[config.mk]
export PLATFORM = sky130hd
export DESIGN_NAME = enc16_4_sync
export DESIGN_NICKNAME = d
export VERILOG_FILES = /design/src/rtl/enc_pkg.sv /design/src/rtl/prio_enc16.sv /design/src/rtl/enc16_4_sync.sv
export SDC_FILE = /design/constraint.sdc
export NUM_CORES = 1
export LEC_CHECK = 0
export CAP_MARGIN = 20
export CORE_ASPECT_RATIO = 0.9
export CORE_MARGIN = 2
export CORE_UTILIZATION = 50
export DETAILED_ROUTE_END_ITERATION = 8
export GPL_TIMING_DRIVEN = 0
export PLACE_DENSITY_LB_ADDON = 0.3
export SYNTH_ARGS = -nofsm -noshare
export SYNTH_HDL_FRONTEND = slang
export SYNTH_SLANG_ARGS = --single-unit
[constraint.sdc]
create_clock -name CLOCK_50 -period 4.2 [get_ports CLOCK_50]
set_input_delay 0.42 -clock CLOCK_50 [delete_from_list [all_inputs] [get_ports CLOCK_50]]
set_output_delay 0.42 -clock CLOCK_50 [all_outputs]
set_load 0.1 [all_outputs]
[src/rtl/enc_pkg.sv]
// Shared types and helpers for the 16-to-4 registered priority encoder.
package enc_pkg;

    localparam int unsigned N_IN   = 16;
    localparam int unsigned CODE_W = 4;

    typedef enum logic [1:0] {
        IDLE    = 2'd0,
        SETTLE  = 2'd1,
        HOLD    = 2'd2,
        RELEASE = 2'd3
    } state_e;

    // True when more than one bit is set: clearing the lowest set bit leaves a nonzero value.
    function automatic logic popcnt_gt1(input logic [N_IN-1:0] v);
        return (v & (v - N_IN'(1))) != '0;
    endfunction

endpackage

[src/rtl/prio_enc16.sv]
// Combinational highest-index encoder over 16 active-high request bits.
module prio_enc16
    import enc_pkg::*;
(
    input  logic [N_IN-1:0]   req_i,
    output logic [CODE_W-1:0] code_c,
    output logic              nz_c
);

    // Ascending scan so the highest set index wins; all-zero input encodes as 0.
    always_comb begin
        code_c = '0;
        for (int i = 0; i < N_IN; i++) begin
            if (req_i[i]) begin
                code_c = CODE_W'(i);
            end
        end
        nz_c = |req_i;
    end

endmodule

[src/rtl/enc16_4_sync.sv]
// Synchronised, debounced 16-to-4 priority encoder delivering one code per press
// through a VALID/ACK handshake.
module enc16_4_sync
    import enc_pkg::*;
#(
    parameter int unsigned STABLE_CYCLES = 4,
    parameter int unsigned CNT_W         = 3
) (
    input  logic              CLOCK_50,
    input  logic              RST_N,
    input  logic [N_IN-1:0]   REQ_N,
    input  logic              ACK,
    output logic [CODE_W-1:0] CODE,
    output logic              VALID,
    output logic              MULTI,
    output logic              ANY
);

    localparam logic [CNT_W-1:0] CNT_LAST = CNT_W'(STABLE_CYCLES - 1);

    logic [N_IN-1:0]   sync1_q, sync2_q;
    logic              any_q;
    state_e            state_q, state_d;
    logic [CNT_W-1:0]  cnt_q, cnt_d;
    logic [CODE_W-1:0] cand_q, cand_d;
    logic [CODE_W-1:0] code_q, code_d;
    logic              valid_q, valid_d;
    logic              multi_q, multi_d;

    logic [N_IN-1:0]   act;
    logic [CODE_W-1:0] enc;
    logic              act_nz;

    assign act = ~sync2_q;

    prio_enc16 u_prio (
        .req_i  (act),
        .code_c (enc),
        .nz_c   (act_nz)
    );

    // any_q is loaded from the same sync1 value that sync2 takes, so it always equals |act.
    always_ff @(posedge CLOCK_50 or negedge RST_N) begin
        if (!RST_N) begin
            sync1_q <= '1;
            sync2_q <= '1;
            any_q   <= 1'b0;
            state_q <= IDLE;
            cnt_q   <= '0;
            cand_q  <= '0;
            code_q  <= '0;
            valid_q <= 1'b0;
            multi_q <= 1'b0;
        end else begin
            sync1_q <= REQ_N;
            sync2_q <= sync1_q;
            any_q   <= |(~sync1_q);
            state_q <= state_d;
            cnt_q   <= cnt_d;
            cand_q  <= cand_d;
            code_q  <= code_d;
            valid_q <= valid_d;
            multi_q <= multi_d;
        end
    end

    // Debounce / capture / release sequencing.
    always_comb begin
        state_d = state_q;
        cnt_d   = cnt_q;
        cand_d  = cand_q;
        code_d  = code_q;
        valid_d = valid_q;
        multi_d = multi_q;

        case (state_q)
            IDLE: begin
                if (act_nz) begin
                    state_d = SETTLE;
                    cand_d  = enc;
                    cnt_d   = '0;
                end
            end
            SETTLE: begin
                if (!act_nz) begin
                    state_d = IDLE;
                end else if (enc != cand_q) begin
                    cand_d = enc;
                    cnt_d  = '0;
                end else if (cnt_q == CNT_LAST) begin
                    code_d  = cand_q;
                    multi_d = popcnt_gt1(act);
                    valid_d = 1'b1;
                    state_d = HOLD;
                end else begin
                    cnt_d = cnt_q + CNT_W'(1);
                end
            end
            HOLD: begin
                if (ACK) begin
                    valid_d = 1'b0;
                    cnt_d   = '0;
                    state_d = RELEASE;
                end
            end
            RELEASE: begin
                // Any active line restarts the quiet period, so a held key cannot re-trigger.
                if (act_nz) begin
                    cnt_d = '0;
                end else if (cnt_q == CNT_LAST) begin
                    state_d = IDLE;
                end else begin
                    cnt_d = cnt_q + CNT_W'(1);
                end
            end
            default: begin
                state_d = IDLE;
            end
        endcase
    end

    assign CODE  = code_q;
    assign VALID = valid_q;
    assign MULTI = multi_q;
    assign ANY   = any_q;

endmodule

==> impl_metrics.json <==
{
  "synthCells": 169,
  "power_density_mw_per_mm2": 517.8,
  "grt_use_met2_pct": 32.06,
  "cp-end-kind": "flop",
  "area_growth_pct": 21.92,
  "arrival_ns": 2.74,
  "first_iter_violations": 70,
  "hold_viol": 0,
  "final_common_cell": "dfstp_2",
  "fin_nets": 222,
  "grt_pass1_vias": 1420,
  "io_buffers": 25,
  "path_cells": "nor2b_1, o221ai_1, a22o_1, mux2_4, a211oi_4, nand4_4, mux2_4",
  "dp.cells": 243,
  "worst-path-max-fanout": 7,
  "drv_cap": 0,
  "syn_area_mm2": 0.002043,
  "pin_count": 26,
  "register_area_mm2": 0.001241,
  "hpwl_mm": 2.739,
  "setup_ws_ns": 1.640,
  "min_period_ns": 2.560,
  "min_path_type": "in2async",
  "grt_max_degree": 36,
  "yosysSeqAreaShare_pct": 60.75,
  "relSlewSlack_pct": 35.63,
  "clock_sinks": 48,
  "drt-vias-per-instance": 5.797,
  "outcome": "completed",
  "postCtsHoldBufs": 0,
  "die_w_um": 71.38,
  "vias": 1455,
  "tns_ns": 0,
  "crit_type": "reg2reg",
  "p_int_uw": 857.3,
  "worstSkewPairLatency_ns": 0.29,
  "fp.dieH_um": 64.65,
  "peakVddDrop_uv": 225.4,
  "use_met3_pct": 5.132,
  "netSwitchingPower_uw": 432.7,
  "numCtsBuffers": 5,
  "fin_crit_sh_pct": 60.96,
  "post-cts-setup-buffer-count": 0,
  "avgSynthCellArea_um2": 12.09,
  "gp_congestion": 0.8020,
  "multi_input_area_um2": 764.5,
  "use_met1_pct": 21.56,
  "rrSetupSlack_ns": 1.64,
  "power_leakage_uw": 0.001011,
  "start_util_pct": 51.19,
  "slew_viol_final": 0,
  "synth_area_leaders": "dfstp_2, dfrtp_1, mux2_4, nand2_1, a21oi_1",
  "drc": 0,
  "finClkSkew_ns": 0.01116,
  "cts_resized": 0,
  "yosysUniqueCellTypes": 41,
  "grt_use_total_pct": 18.45,
  "yosysWarnings": 0,
  "fmax_mhz": 390.6,
  "critPathSlowestCell": "dfstp_2",
  "timing.rr.end": "CODE[3]",
  "timing.rr.start": "sync2_q[2]",
  "die_area_mm2": 0.004614,
  "syn-num-nets": 189,
  "rr_worst_depth": 7,
  "core_mm2": 0.003991,
  "wire_per_inst_um": 14.54,
  "cts_root_buffer": "clkbuf_8",
  "cts_tree": "yes",
  "dr.pass1.iters": 4,
  "finalSetupViolations": 0,
  "rsz0062_at_grt": "no",
  "overflow": 0,
  "routed_wl_mm": 3.649,
  "ys_seq_elements": 48,
  "crit_required_ns": 4.38,
  "instances_no_fill": 251,
  "path_clk_slew_ns": 0.09,
  "crit_top_cell": "mux2_4",
  "max_stage_delay_ns": 0.55,
  "cp-startpoint": "sync2_q[2]",
  "antenna_left": 0,
  "worst_slew_pin_slew_ns": 0.9625,
  "p_clk_share_pct": 25.8,
  "final_layout_size_suffix_gt1_share_pct": 25.12,
  "h-tree-depth": 2,
  "startpoint_type": "flop",
  "fill_cells": 314,
  "antenna_found_initial": 0,
  "n_antenna_cell": 0,
  "clock_path_buffers": 2,
  "layout_common_cells": "dfstp_2, clkdlybuf4s50_1, nand2_1",
  "p_comb_share_pct": 29.4,
  "seqPwrFrac_pct": 44.8,
  "pre_cts_ws_ns": 1.660,
  "p_sw_share_pct": 33.54,
  "busiest_layer": "met2",
  "yosysTopAreaCellShare_pct": 41.15,
  "yosys.area.top_type": "dfstp_2",
  "rows": 22,
  "grt_pass1_wl_mm": 6.541
}
[critical path: cells and delay by family, from the launching register on]
kind             cells  cell delay (ns)
flip-flops           1             0.55
AO/OA/AOI/OAI        3             0.83
AND/OR/NAND/NOR      2             0.41
multiplexers         2             0.67
[metrics by stage]
step / utilization (%) / power, µW / cell area (µm²) / hold slack [ns]
floorplan: - / 860.9 / 2043 / 0.1244
global placement: 58.97 / 945.1 / 2354 / 0.3549
detailed placement: 59.34 / 966.1 / 2369 / 0.3432
CTS: 62.41 / 1306 / 2491 / 0.01359
global route: 62.41 / 1358 / 2491 / 0.02487
finish: 62.41 / 1290 / 2491 / 0.01703
[routing by layer]
metal / wire (µm) / up-vias
met4: 75 / 0
met1: 1513 / 715
li1: - / 690
met5: 0 / -
met2: 1908 / 42
met3: 151 / 8
[state kept, by name (all words and copies together), names as in the netlist, named ones only]
name     count
MULTI        1
cand_q       4
sync2_q     16
cnt_q        3
state_q      1
ANY          1
VALID        1
CODE         4
sync1_q     16
[final cells by class]
cell class / count / area share [%]
Tap cell: 48 / 2.411
Clock buffer: 8 / 4.922
Buffer: 3 / 0.4520
Timing Repair Buffer: 26 / 10.65
Multi-Input combinational cell: 111 / 30.69
Sequential cell: 48 / 49.82
Inverter: 7 / 1.055
[cell families after synthesis]
kind of cell	after synthesis	share of synthesized area [%]
compound gates	41	13.84
xor+xnor	2	0.8575
fa+ha+maj	3	1.592
buf+inv	10	1.837
flops	48	60.75
mux	9	6.001
simple gates	56	15.13
[power by group through the flow]
| stage | clock (µW) | sequential, µW | combinational [µW] |
|---|---|---|---|
| 3_3_place_gp | 0 | 580 | 365 |
| 4_1_cts | 346 | 578 | 381 |
| 6_report | 333 | 578 | 379 |
| 5_1_grt | 367 | 586 | 405 |
| 3_5_place_dp | 0 | 587 | 379 |
| 2_1_floorplan | 0 | 707 | 154 |
[Yosys cell counts]
library cell / number
nor2b_1: 2
mux2_1: 1
xnor2_1: 2
a21boi_1: 1
nand2_1: 19
or4_1: 1
dfstp_2: 32
nor3b_1: 2
o21ai_0: 8
o31ai_1: 4
a211o_1: 1
a21oi_1: 9
inv_1: 7
o221ai_1: 1
a211oi_4: 1
a22oi_1: 1
ha_1: 1
mux2i_1: 1
a21o_1: 1
maj3_1: 2
a211oi_1: 4
clkbuf_1: 3
a22o_1: 2
mux2_2: 1
o31a_1: 1
and2_1: 1
nand3b_1: 3
o21a_1: 1
a31oi_1: 2
and3_1: 3
nand4_4: 1
o22ai_1: 2
o311a_1: 1
mux2_4: 6
nor4_2: 1
and4_1: 2
a2111oi_0: 1
nand3_1: 6
nor2_1: 8
dfrtp_1: 16
nand4_1: 7
[how the worst max path moves through the flow]
stage          slack, ns      end  cells after the start
2_1_floorplan       1.92  CODE[0]                      7
3_3_place_gp        1.63      ANY                      1
3_5_place_dp        1.66  CODE[0]                      7
4_1_cts             1.64  CODE[3]                      7
5_1_grt             1.48    MULTI                      7
6_report            1.64  CODE[3]                      7
(Power assumes the default switching activity.)
